<file path="config.mk">
export PLATFORM = sky130hd
export DESIGN_NAME = bitstream_byte_scheduler_flat
export DESIGN_NICKNAME = d
export VERILOG_FILES = /design/src/rtl/bitstream_byte_scheduler_if.sv /design/src/rtl/bitstream_byte_scheduler.sv /design/src/flat_wrapper.sv
export SDC_FILE = /design/constraint.sdc
export NUM_CORES = 1
export LEC_CHECK = 0
export ABC_AREA = 1
export BUFFER_PORTS_ARGS = -buffer_cell sky130_fd_sc_hd__buf_2
export CORE_UTILIZATION = 56
export DETAILED_ROUTE_END_ITERATION = 12
export PLACE_DENSITY = 0.84
export SKIP_CTS_REPAIR_TIMING = 1
export SYNTH_ARGS = -nofsm -noshare
export SYNTH_HDL_FRONTEND = slang
export SYNTH_SLANG_ARGS = --single-unit
</file>
<file path="constraint.sdc">
create_clock -name sch_clk -period 3.53 [get_ports sch_clk]
set_clock_uncertainty 0.15 [all_clocks]
set_input_delay 0.1765 -clock sch_clk [delete_from_list [all_inputs] [get_ports sch_clk]]
set_output_delay 0.1765 -clock sch_clk [all_outputs]
set_load 0.1 [all_outputs]
</file>
<file path="src/rtl/bitstream_byte_scheduler_if.sv">
// Purpose: bundles the stage-4 burst inputs and the byte-stream output handshake of the scheduler.
// Latency: none, wiring only.
// Backpressure: out_ready (downstream) and out_stall (toward the pipeline) both travel through here.
interface bitstream_byte_scheduler_if #(
    parameter int SCH_BITSTREAM_WIDTH = 8
);
    logic [SCH_BITSTREAM_WIDTH-1:0] in_carry_bit_1;
    logic [SCH_BITSTREAM_WIDTH-1:0] in_carry_bit_2;
    logic [SCH_BITSTREAM_WIDTH-1:0] in_carry_bit_3;
    logic [SCH_BITSTREAM_WIDTH-1:0] in_carry_last_bit;
    logic [2:0]                     in_carry_flag_bitstream;
    logic                           in_flag_last;
    logic                           in_carry_error;
    logic [SCH_BITSTREAM_WIDTH-1:0] out_byte;
    logic                           out_valid;
    logic                           out_ready;
    logic                           out_byte_last;
    logic                           out_stall;
    logic                           out_frame_done;
    logic                           out_error;
    logic [31:0]                    out_byte_total;

    // Pipeline plus downstream sink side.
    modport master (
        output in_carry_bit_1, in_carry_bit_2, in_carry_bit_3, in_carry_last_bit,
        output in_carry_flag_bitstream, in_flag_last, in_carry_error, out_ready,
        input  out_byte, out_valid, out_byte_last, out_stall, out_frame_done,
        input  out_error, out_byte_total
    );

    // Scheduler side.
    modport slave (
        input  in_carry_bit_1, in_carry_bit_2, in_carry_bit_3, in_carry_last_bit,
        input  in_carry_flag_bitstream, in_flag_last, in_carry_error, out_ready,
        output out_byte, out_valid, out_byte_last, out_stall, out_frame_done,
        output out_error, out_byte_total
    );
endinterface

</file>
<file path="src/rtl/bitstream_byte_scheduler.sv">
// Purpose: buffers 0-4 byte bursts from the carry stage in a show-ahead FIFO, drains one byte per cycle, runs the frame flush.
// Latency: a byte written at edge N is on out_byte with out_valid in cycle N+1.
// Backpressure: holds the head byte while out_ready is low; registered out_stall when free < threshold or flushing. Optional byte counter: SCH_BYTE_STATS_EN.
module bitstream_byte_scheduler #(
    parameter int SCH_BITSTREAM_WIDTH = 8,
    parameter int SCH_FIFO_DEPTH      = 16,
    parameter int SCH_ADDR_WIDTH      = 4,
    parameter int SCH_STALL_THRESHOLD = 8
) (
    input  logic                          sch_clk,
    input  logic                          sch_reset,
    bitstream_byte_scheduler_if.slave     bus
);
    localparam int CW = SCH_ADDR_WIDTH + 1;
    localparam logic [CW-1:0] LP_DEPTH  = CW'(SCH_FIFO_DEPTH);
    localparam logic [CW-1:0] LP_THRESH = CW'(SCH_STALL_THRESHOLD);

    typedef enum logic [1:0] {S_IDLE, S_RUN, S_FLUSH, S_DONE} state_t;

    state_t                         r_state;
    state_t                         w_state_nxt;
    logic [SCH_BITSTREAM_WIDTH:0]   r_mem [SCH_FIFO_DEPTH];
    logic [SCH_ADDR_WIDTH-1:0]      r_wr_ptr;
    logic [SCH_ADDR_WIDTH-1:0]      r_rd_ptr;
    logic [CW-1:0]                  r_count;
    logic                           r_stall;
    logic                           r_error;

    logic [2:0]                     w_n;
    logic [2:0]                     w_push_n;
    logic                           w_illegal;
    logic [CW-1:0]                  w_free;
    logic                           w_valid;
    logic                           w_pop;
    logic                           w_push;
    logic                           w_err_set;
    logic [SCH_BITSTREAM_WIDTH:0]   w_head;
    logic [SCH_BITSTREAM_WIDTH-1:0] w_bytes   [4];
    logic                           w_wr_en   [4];
    logic [SCH_ADDR_WIDTH-1:0]      w_wr_addr [4];
    logic [SCH_BITSTREAM_WIDTH:0]   w_wr_dat  [4];

    assign w_valid = (r_count != '0);
    assign w_head  = r_mem[r_rd_ptr];
    assign w_pop   = w_valid && bus.out_ready;
    assign w_free  = LP_DEPTH - r_count;

    // Decode the burst code into a byte count; codes above 4 carry no bytes.
    always_comb begin
        w_n       = 3'd0;
        w_illegal = 1'b0;
        case (bus.in_carry_flag_bitstream)
            3'd0:    w_n = 3'd0;
            3'd1:    w_n = 3'd1;
            3'd3:    w_n = 3'd2;
            3'd2:    w_n = 3'd3;
            3'd4:    w_n = 3'd4;
            default: w_illegal = 1'b1;
        endcase
    end

    // Next state, push acceptance and error sources. An overflowing burst is
    // treated as never delivered, so it does not move the FSM either.
    always_comb begin
        w_state_nxt = r_state;
        w_push      = 1'b0;
        w_err_set   = bus.in_carry_error | w_illegal;
        case (r_state)
            S_IDLE, S_RUN: begin
                if (!w_illegal) begin
                    if (w_n != 3'd0) begin
                        if (CW'(w_n) > w_free) begin
                            w_err_set = 1'b1;
                        end else begin
                            w_push      = 1'b1;
                            w_state_nxt = bus.in_flag_last ? S_FLUSH : S_RUN;
                        end
                    end else if (bus.in_flag_last) begin
                        w_err_set   = 1'b1;
                        w_state_nxt = S_FLUSH;
                    end
                end
            end
            S_FLUSH: begin
                if (bus.in_carry_flag_bitstream != 3'd0) w_err_set = 1'b1;
                if (w_pop && w_head[SCH_BITSTREAM_WIDTH]) w_state_nxt = S_DONE;
            end
            S_DONE: begin
                if (bus.in_carry_flag_bitstream != 3'd0) w_err_set = 1'b1;
                w_state_nxt = S_IDLE;
            end
            default: w_state_nxt = S_IDLE;
        endcase
    end

    // Lay the accepted burst out as up to four consecutive FIFO writes.
    always_comb begin
        w_bytes[0] = bus.in_carry_bit_1;
        w_bytes[1] = bus.in_carry_bit_2;
        w_bytes[2] = bus.in_carry_bit_3;
        w_bytes[3] = bus.in_carry_last_bit;
        w_push_n   = w_push ? w_n : 3'd0;
        for (int k = 0; k < 4; k++) begin
            w_wr_en[k]   = w_push && (3'(k) < w_n);
            w_wr_addr[k] = r_wr_ptr + SCH_ADDR_WIDTH'(k);
            w_wr_dat[k]  = {bus.in_flag_last && (3'(k) == w_n - 3'd1), w_bytes[k]};
        end
    end

    // FSM state register.
    always_ff @(posedge sch_clk or posedge sch_reset) begin
        if (sch_reset) r_state <= S_IDLE;
        else           r_state <= w_state_nxt;
    end

    // FIFO storage; contents past the read pointer are don't-care, so no reset.
    always_ff @(posedge sch_clk) begin
        for (int k = 0; k < 4; k++) begin
            if (w_wr_en[k]) r_mem[w_wr_addr[k]] <= w_wr_dat[k];
        end
    end

    // Pointers, occupancy, registered stall and sticky error.
    always_ff @(posedge sch_clk or posedge sch_reset) begin
        if (sch_reset) begin
            r_wr_ptr <= '0;
            r_rd_ptr <= '0;
            r_count  <= '0;
            r_stall  <= 1'b0;
            r_error  <= 1'b0;
        end else begin
            r_wr_ptr <= r_wr_ptr + SCH_ADDR_WIDTH'(w_push_n);
            r_rd_ptr <= r_rd_ptr + SCH_ADDR_WIDTH'(w_pop);
            r_count  <= r_count + CW'(w_push_n) - CW'(w_pop);
            r_stall  <= (w_free < LP_THRESH) || (r_state == S_FLUSH);
            r_error  <= r_error | w_err_set;
        end
    end

    assign bus.out_valid      = w_valid;
    assign bus.out_byte       = w_valid ? w_head[SCH_BITSTREAM_WIDTH-1:0] : '0;
    assign bus.out_byte_last  = w_valid & w_head[SCH_BITSTREAM_WIDTH];
    assign bus.out_stall      = r_stall;
    assign bus.out_frame_done = (r_state == S_DONE);
    assign bus.out_error      = r_error;

`ifdef SCH_BYTE_STATS_EN
    logic [31:0] r_byte_total;

    // Popped-byte counter, free-running modulo 2^32.
    always_ff @(posedge sch_clk or posedge sch_reset) begin
        if (sch_reset)  r_byte_total <= 32'd0;
        else if (w_pop) r_byte_total <= r_byte_total + 32'd1;
    end

    assign bus.out_byte_total = r_byte_total;
`else
    assign bus.out_byte_total = 32'd0;
`endif
endmodule

</file>
<file path="src/flat_wrapper.sv">
// flat-port wrapper written by rule: the top's interface ports become plain ports
module bitstream_byte_scheduler_flat 
#(
    parameter int SCH_BITSTREAM_WIDTH = 8,
    parameter int SCH_FIFO_DEPTH      = 16,
    parameter int SCH_ADDR_WIDTH      = 4,
    parameter int SCH_STALL_THRESHOLD = 8
)
  (sch_clk, sch_reset, bus_in_carry_bit_1, bus_in_carry_bit_2, bus_in_carry_bit_3, bus_in_carry_last_bit, bus_in_carry_flag_bitstream, bus_in_flag_last, bus_in_carry_error, bus_out_ready, bus_out_byte, bus_out_valid, bus_out_byte_last, bus_out_stall, bus_out_frame_done, bus_out_error, bus_out_byte_total);
  bitstream_byte_scheduler_if #(.SCH_BITSTREAM_WIDTH(SCH_BITSTREAM_WIDTH)) bus_i ();
  input  logic sch_clk;
  input  logic sch_reset;
  input wire logic [$bits(bus_i.in_carry_bit_1)-1:0] bus_in_carry_bit_1;
  input wire logic [$bits(bus_i.in_carry_bit_2)-1:0] bus_in_carry_bit_2;
  input wire logic [$bits(bus_i.in_carry_bit_3)-1:0] bus_in_carry_bit_3;
  input wire logic [$bits(bus_i.in_carry_last_bit)-1:0] bus_in_carry_last_bit;
  input wire logic [$bits(bus_i.in_carry_flag_bitstream)-1:0] bus_in_carry_flag_bitstream;
  input wire logic [$bits(bus_i.in_flag_last)-1:0] bus_in_flag_last;
  input wire logic [$bits(bus_i.in_carry_error)-1:0] bus_in_carry_error;
  input wire logic [$bits(bus_i.out_ready)-1:0] bus_out_ready;
  output wire logic [$bits(bus_i.out_byte)-1:0] bus_out_byte;
  output wire logic [$bits(bus_i.out_valid)-1:0] bus_out_valid;
  output wire logic [$bits(bus_i.out_byte_last)-1:0] bus_out_byte_last;
  output wire logic [$bits(bus_i.out_stall)-1:0] bus_out_stall;
  output wire logic [$bits(bus_i.out_frame_done)-1:0] bus_out_frame_done;
  output wire logic [$bits(bus_i.out_error)-1:0] bus_out_error;
  output wire logic [$bits(bus_i.out_byte_total)-1:0] bus_out_byte_total;
  assign bus_i.in_carry_bit_1 = bus_in_carry_bit_1;
  assign bus_i.in_carry_bit_2 = bus_in_carry_bit_2;
  assign bus_i.in_carry_bit_3 = bus_in_carry_bit_3;
  assign bus_i.in_carry_last_bit = bus_in_carry_last_bit;
  assign bus_i.in_carry_flag_bitstream = bus_in_carry_flag_bitstream;
  assign bus_i.in_flag_last = bus_in_flag_last;
  assign bus_i.in_carry_error = bus_in_carry_error;
  assign bus_i.out_ready = bus_out_ready;
  assign bus_out_byte = bus_i.out_byte;
  assign bus_out_valid = bus_i.out_valid;
  assign bus_out_byte_last = bus_i.out_byte_last;
  assign bus_out_stall = bus_i.out_stall;
  assign bus_out_frame_done = bus_i.out_frame_done;
  assign bus_out_error = bus_i.out_error;
  assign bus_out_byte_total = bus_i.out_byte_total;
  bitstream_byte_scheduler #(.SCH_BITSTREAM_WIDTH(SCH_BITSTREAM_WIDTH), .SCH_FIFO_DEPTH(SCH_FIFO_DEPTH), .SCH_ADDR_WIDTH(SCH_ADDR_WIDTH), .SCH_STALL_THRESHOLD(SCH_STALL_THRESHOLD)) u_core (.sch_clk(sch_clk), .sch_reset(sch_reset), .bus(bus_i));
endmodule
</file>
======== Word-level counts from Yosys, hierarchy flattened ========
Memories as Yosys holds them, arrays and structs flattened.
Index checks and enable logic that the tools add are counted.
storage, ports and cells
  bits in registers ....................... 17
  bits in writable memories ............... 144
  input port bits ......................... 40
  output and inout port bits .............. 45
  word-level logic and storage cells ...... 89
  memories ................................ 1
memory list
  memory        depth  bits a word  read ports  clocked after memory_dff  write ports  RTL line                        text
  u_core.r_mem  16     9            1           0                         4            bitstream_byte_scheduler.sv:22  logic [SCH_BITSTREAM_WIDTH:0] r_mem [SCH_FIFO_DEPTH];
operators by class
  add/sub/neg operators ................... 9
  $lt $le $gt $ge ......................... 6
  eq/ne operators ......................... 14
  multiplexer cells ....................... 29
  bitwise logic cells ..................... 3
  reductions and logical operators ........ 21
operators with widths
  kind                                                                           count
  1-bit two-way mux                                                              18
  2-bit two-way mux                                                              6
  3-bit one-hot mux with 4 select lines                                          1
  1-bit logical AND                                                              10
  4-bit by 2-bit adder with 4-bit output (second input constant)                 2
  8-bit two-way mux                                                              1
  2-bit by 3-bit equality test with 1-bit output (first input constant)          2
  3-bit by 2-bit equality test with 1-bit output (second input constant)         2
  3-bit logical NOT                                                              2
  1-bit by 3-bit less-than comparator with 1-bit output (first input constant)   2
  2-bit by 3-bit less-than comparator with 1-bit output (first input constant)   2
  2-bit one-hot mux with 3 select lines                                          1
  3-bit nonzero test                                                             2
  5-bit by 3-bit adder with 5-bit output                                         1
  3-bit by 5-bit > comparator with 1-bit output                                  1
  5-bit by 4-bit less-than comparator with 1-bit output (second input constant)  1
  5-bit nonzero test                                                             1
  5-bit OR reduction                                                             1
  5-bit by 1-bit subtractor with 5-bit output                                    1
  5-bit subtractor (first input constant)                                        1
  4-bit by 1-bit adder with 4-bit output                                         1
  4-bit by 1-bit adder with 4-bit output (second input constant)                 1
  4-bit by 3-bit adder with 4-bit output                                         1
  2-bit equality test (second input constant)                                    2
  other kinds (17)                                                               19

======== Depth between registers and ports, before layout ========
Gate-level depths: netlist of run 1.
  depth in word-level cells ............... 10
  mapped depth ............................ 20
  depth with buffers taken out ............ 20

======== Least setup slack after synthesis of run 1 ========
No wires, ideal clock.
  path type ............................... reg-to-output
  start ................................... register u_core.r_rd_ptr[0]
  end ..................................... output bus_out_byte[5]
  data arrival time ....................... 3000 ps
  data required time ...................... 3204 ps
  slack ................................... 203 ps
  stages on the path, launching flop included .. 9
  buffers on the path ..................... 3
  cells stage by stage .................... dfrtp_1 > buf_2 > clkinv_1 > clkbuf_1 > clkbuf_1 > nor2_1 > o221ai_1 > o211ai_1 > a21oi_1
on the way
  word-level cells in the longest chain between the ends .. 2
RTL lines
  element                   RTL line                         text
  start: declaration        bitstream_byte_scheduler.sv:24   logic [SCH_ADDR_WIDTH-1:0] r_rd_ptr;
  start signal: assignment  bitstream_byte_scheduler.sv:133  r_rd_ptr <= r_rd_ptr + SCH_ADDR_WIDTH'(w_pop);
  memory 16 x 9 bit         n/a
  8-bit two-way mux         bitstream_byte_scheduler.sv:141  assign bus.out_byte = w_valid ? w_head[SCH_BITSTREAM_WIDTH-1:0] : '0;
  end: declaration          flat_wrapper.sv:21               output wire logic [$bits(bus_i.out_byte)-1:0] bus_out_byte;
No other way between the ends.

======== Worst setup path in the final report of run 1 ========
  start ................................... register u_core.r_rd_ptr[1]
  end ..................................... output bus_out_byte[6]
The elaborated chain is that of the path after synthesis.

==> impl_metrics.csv, run 1 <==
group,metric,value,unit
route,route.detailed.drc,0,
timing,period_share,0.9522,
power,p_switching,0.005517,W
route,ant_nets,0,
yosys,syn_avg_cell_area,6.946,um^2
setup_path,ff2ff_setup_slack,0.21,ns
floorplanning,start_util,0.5717,
setup_path,rr_startpoint,"u_core.r_count[0]",
final_layout,final_common_cell,"nand2_1",
timing,fin_setup_tns,0,ns
placement,routabilityCongestion,1.041,
setup_path,crit_required,3.20,ns
power,p_sw_frac,0.5453,
setup_path,start_kind,"flop",
setup_path,end_kind,"output pin",
final_layout,drive_gt1_frac,0.1185,
yosys,synthCells,1938,
route,drt_first_pass_iters,6,
floorplanning,io_pins,85,
setup_path,critical_path.max_fanout,20,
clock_network,cts_tree,"done",
global_routing,first_global_vias,13080,
yosys,synth_area,13460,um^2
yosys,synth_edf_count,144,
placement,dp_hpwl,36560,um
global_routing,antenna_found_initial,4,
final_layout,nets,1998,
setup_path,r2r_cells,15,
power,p_int,0.004601,W
power,ir_drop,0.001227,V
power,p_comb_frac,0.550,
clock_network,clkLatencyLatePin,0.45,ns
power,p_seq_frac,0.260,
floorplanning,fp.dieArea,24660,um^2
setup_path,worstSetupPathType,"flop to output pin",
timing,hold_viol,0,
yosys,synth_seq_area_share,0.3529,
clock_network,cts_buffer_depth,2,
final_layout,mostFrequentLayoutCells,"nand2_1 (497), nor2_1 (342), nand3_1 (321)",
floorplanning,die_x,157.0,um
power,p_leak,6.277,nW
min_path,min_to,"u_core.r_state[1]",
final_layout,final_util,0.6126,
clock_network,h-tree-depth,4,
global_routing,grt_usage,0.4477,
setup_path,cp.arrival,3.03,ns
clock_network,cts_made_buffers,17,
timing,drv_slew,0,
timing,rsz0062_at_grt,"false",
setup_path,rr_endpoint,"u_core.r_mem[7][5]",
route,vias,14750,
run,maxCapViolCount,0,
floorplanning,die_height,157.0,um
yosys,ys.warnings.count,0,
power,p_per_area,701.5,nW/um^2
min_path,holdPathStages,5,
min_path,hold_start,"bus_in_flag_last",
clock_network,path_clk_slew,0.08,ns
clock_network,cts.sinks,161,
placement,io_buffers,52,
global_routing,grt_pass1_wl,80140,um
route,drt-vias-per-instance,6.490,
yosys,synth_cell_type_count,41,
route,drt_wl_total,54630,um
yosys,synth-main-ff-cell,"edfxtp_1",
global_routing,grt-ovfl-total,0,
timing,worstMarginPinSlew,1.002,ns
route,wl_per_cell,24.04,um
run_status,status,"complete, no violations",
yosys,ys_async_sr_fraction,0.1056,
timing,relSlewSlack,0.3314,
final_layout,area_growth,7.148,%
timing,fmax,297.5,MHz
timing,finalSetupViolCount,0,
route,initialDrtViolationCount,2431,
power,clockPowerShare,0.190,
timing,period_needed,3.361,ns
global_routing,grt_max_degree,60,
clock_network,cts_root_buf,"clkbuf_16",
yosys,synth_seq_cells,161,
floorplanning,core,23540,um^2
floorplanning,fp-row-count,56,
min_path,hp-class,"input pin to flop",
power by group through the flow:
stage	logic [W]	clock network, W	registers, W
5_1_grt	0.00584	0.00198	0.00264
3_5_place_dp	0.00533	0	0.00265
4_1_cts	0.00536	0.00191	0.00261
2_1_floorplan	0.00403	0	0.00254
3_3_place_gp	0.00527	0	0.00264
6_report	0.00556	0.00193	0.00263
per-stage QoR:
step	worst slack (ns)	hold WS, ns	power, W	instances	area (um^2)
floorplan	0.2035	-0.04743	0.006572	1969	13580
global placement	0.2270	0.2508	0.007911	2233	13780
detailed placement	0.2146	0.2580	0.007974	2233	13780
CTS	0.06665	-0.2010	0.009878	2265	14370
global route	0.03540	0.08679	0.01046	2269	14420
finish	0.1686	0.02789	0.01012	2272	14420
worst max-delay path by stage:
stage	to	from	slack [ns]
floorplan	bus_out_byte[5]	u_core.r_rd_ptr[0]	0.20
global placement	u_core.r_mem[6][1]	u_core.r_count[0]	0.23
detailed placement	u_core.r_mem[4][6]	u_core.r_count[0]	0.21
CTS	bus_out_byte[6]	u_core.r_rd_ptr[1]	0.07
global route	u_core.r_count[4]	u_core.r_count[0]	0.04
finish	bus_out_byte[6]	u_core.r_rd_ptr[1]	0.17
metal layers:
metal / global-route usage / vias to the layer above / part of all wire
met5: 0 / - / 0.00027
met4: 0.2473 / 2 / 0.067
met1: 0.5791 / 6699 / 0.37
met3: 0.1616 / 299 / 0.16
met2: 0.6476 / 1266 / 0.41
li1: - / 6480 / -
synth_stat cells, types with 3 or more instances:
cell / instances / area, um^2
dfrtp_1: 17 / 425.4
xor2_1: 7 / 61.31
o2111ai_1: 8 / 70.07
clkbuf_1: 74 / 277.8
nand4_2: 10 / 125.1
buf_2: 24 / 120.1
buf_6: 9 / 101.4
buf_4: 52 / 390.4
nor2_1: 343 / 1287
nand4_1: 55 / 344.1
a21oi_1: 44 / 220.2
o21ai_0: 81 / 405.4
inv_2: 9 / 33.78
o22ai_1: 9 / 56.30
nor2_2: 17 / 106.4
edfxtp_1: 144 / 4324
nand2_4: 3 / 33.78
nand2_2: 7 / 43.79
nor3_1: 4 / 20.02
buf_1: 5 / 18.77
nand3_2: 6 / 60.06
ha_1: 19 / 237.7
nor2_4: 17 / 191.4
nand3_4: 8 / 140.1
inv_1: 83 / 311.6
o211ai_1: 19 / 142.6
nand2_1: 497 / 1866
nand3_1: 321 / 1607
clkinv_1: 6 / 22.52
o221ai_1: 23 / 201.4
worst max-delay path: stages (launching register included):
cell and delay (ns):
dfrtp_2 0.58, clkinvlp_4 0.32, o21ai_0 0.14, o221ai_1 0.54, nand3_1 0.32, a21oi_1 0.24, buf_2 0.45
cells by family after synthesis:
logic type	share of synthesized area
xor+xnor	0.005856
fa+ha+maj	0.02064
compound gates	0.08245
buf+inv	0.09872
flops	0.3529
other cells	0.0002786
simple gates	0.4392
registers in the layout, summed over array words and instances, names as in the netlist:
signal / cells
u_core.r_wr_ptr: 4
u_core.r_mem: 144
u_core.r_rd_ptr: 4
u_core.bus.out_error: 1
u_core.bus.out_stall: 1
u_core.r_state: 2
u_core.r_count: 5
final cells by class:
cell class / instances / area (um^2)
Antenna cell: 3 / 7.507
Clock inverter: 13 / 146.4
Inverter: 100 / 384.1
Multi-Input combinational cell: 1542 / 7506
Tap cell: 319 / 399.1
Timing Repair Buffer: 115 / 784.5
Sequential cell: 161 / 4752
Clock buffer: 19 / 442.9
Fill cell: 2188 / 9120
Note: power is estimated with default switching activity, not from simulation.
==> run 2: changes to the inputs <==
--- a/config.mk
+++ b/config.mk
@@ -7,6 +7,7 @@
 export LEC_CHECK = 0
 export ABC_AREA = 1
 export BUFFER_PORTS_ARGS = -buffer_cell sky130_fd_sc_hd__buf_2
+export CORE_MARGIN = 4
 export CORE_UTILIZATION = 56
 export DETAILED_ROUTE_END_ITERATION = 12
 export PLACE_DENSITY = 0.84
==> impl_metrics.csv, run 2 (synthesis results as in run 1) <==
group,metric,value,unit
final_layout,mostFrequentLayoutCells,"nand2_1 (496), nor2_1 (342), nand3_1 (321)",
timing,hold_viol,0,
power,p_leak,6.302,nW
clock_network,h-tree-depth,4,
clock_network,cts.sinks,161,
route,drt_wl_total,56120,um
placement,io_buffers,52,
route,drt-vias-per-instance,6.515,
clock_network,cts_root_buf,"clkbuf_16",
placement,dp_hpwl,38090,um
power,ir_drop,0.001048,V
min_path,hold_start,"bus_in_flag_last",
global_routing,grtUsageMet2,0.5934,
route,drt_first_pass_iters,7,
global_routing,grt_max_degree,73,
final_layout,area_growth,7.334,%
clock_network,cts_buffer_depth,2,
power,p_per_area,702.1,nW/um^2
setup_path,worstSetupStartpoint,"u_core.r_rd_ptr[0]",
floorplanning,fp.dieArea,26580,um^2
final_layout,instances_no_fill,2269,
placement,routabilityCongestion,1.051,
timing,worst_hold_slack,0.03558,ns
final_layout,fillers,2214,
global_routing,antenna_found_initial,4,
final_layout,nets,1998,
clock_network,path_clk_slew,0.08,ns
floorplanning,core,23540,um^2
run_status,status,"complete, no violations",
floorplanning,die_height,163.0,um
timing,worstMarginPinSlew,0.9429,ns
global_routing,gr-usage-met1,0.5656,
floorplanning,fp-row-count,56,
timing,finalSetupViolCount,0,
setup_path,critical_path.max_fanout,72,
route,wl_per_cell,24.73,um
final_layout,largest_reg_flops,144,
route,initialDrtViolationCount,3144,
final_layout,drive_gt1_frac,0.1190,
route,ant_nets,0,
setup_path,rr_startpoint,"u_core.r_count[1]",
floorplanning,start_util,0.5717,
clock_network,cts_tree,"done",
final_layout,final_common_cell,"nand2_1",
timing,period_share,0.9413,
clock_network,clkLatencyLatePin,0.45,ns
floorplanning,io_pins,85,
route,route.detailed.drc,0,
setup_path,start_kind,"flop",
power,power,0.01014,W
setup_path,crit_required,3.20,ns
timing,relSlewSlack,0.3707,
global_routing,first_global_vias,13360,
setup_path,end_kind,"output pin",
final_layout,num_antenna_cells,0,
global_routing,busiest_layer,"met2",
global_routing,grt_pass1_wl,83370,um
timing,fin_setup_tns,0,ns
route,vias,14780,
clock_network,cts_made_buffers,17,
setup_path,cp.arrival,3.00,ns
timing,fmax,300.9,MHz
floorplanning,die_x,163.0,um
global_routing,grtUsageMet3,0.1436,
global_routing,grt-ovfl-total,0,
timing,drv_slew,0,
run,maxCapViolCount,0,
min_path,hp-class,"input pin to flop",
global_routing,grt_usage,0.4197,
timing,period_needed,3.323,ns
placement,place_inst,2233,
timing,rsz0062_at_grt,"false",
setup_path,worstSetupPathType,"flop to output pin",
==> run 2: cell count changes in the layout (fill, tap and decap cells not counted), moves of 2 or more <==
cell        before  now
inv_6            6    3
inv_8            1    5
buf_12           3    5
inv_12           0    2
clkinvlp_4       3    1
diode_2          3    0
==> run 2: area by class of cell <==
class	count	area, um^2	share of cell area
Tap cell	319	399.1	0.02763
Timing Repair Buffer	115	803.3	0.05560
Multi-Input combinational cell	1542	7508	0.5197
Clock inverter	15	180.2	0.01247
Sequential cell	161	4751	0.3288
Clock buffer	17	425.4	0.02944
Inverter	100	380.4	0.02633
==> run 2: stage by stage <==
| stage | worst slack, ns | cell area [um^2] | utilization |
|---|---|---|---|
| final | 0.2072 | 14450 | 0.6137 |
| after global routing | 0.001425 | 14450 | 0.6137 |
| after CTS | 0.1219 | 14410 | 0.6120 |
| after detailed placement | 0.1366 | 13800 | 0.5863 |
| after global placement | 0.2193 | 13800 | 0.5863 |
| after floorplan | 0.2035 | 13580 | - |
==> run 2: routing by layer <==
| layer | up-vias | share of wire | routed length, um |
|---|---|---|---|
| met5 | - | 0.0020 | 110 |
| met4 | 10 | 0.075 | 4190 |
| met3 | 331 | 0.17 | 9435 |
| met2 | 1328 | 0.40 | 22540 |
| met1 | 6637 | 0.35 | 19840 |
| li1 | 6476 | - | - |
==> run 2: critical path: stages (launching register included) <==
cell and delay, ns:
dfrtp_2 0.55, clkinv_1 0.13, buf_12 0.27, o21ai_0 0.15
o221ai_1 0.48, nand3_1 0.25, a21oi_1 0.21, buf_2 0.45
==> run 2: worst paths after layout <==
check	slack, ns	to	cells past startpoint
max in group asynchronous	2.27	u_core.r_rd_ptr[0]	3
worst max-delay path	0.21	bus_out_byte[6]	7
worst max register to register	0.23	u_core.r_count[4]	17
worst min-delay path	0.04	u_core.r_state[1]	5
min in group asynchronous	0.33	u_core.r_rd_ptr[0]	3
worst min register to register	0.37	u_core.r_state[0]	2
==> run 2: where the power goes <==
part | leakage, nW | switching (W) | internal (W) | total (W)
registers | 1.50 | 0.000236 | 0.00237 | 0.00261
clock network | 0.293 | 0.000972 | 0.000968 | 0.00194
logic | 4.51 | 0.00437 | 0.00123 | 0.00560
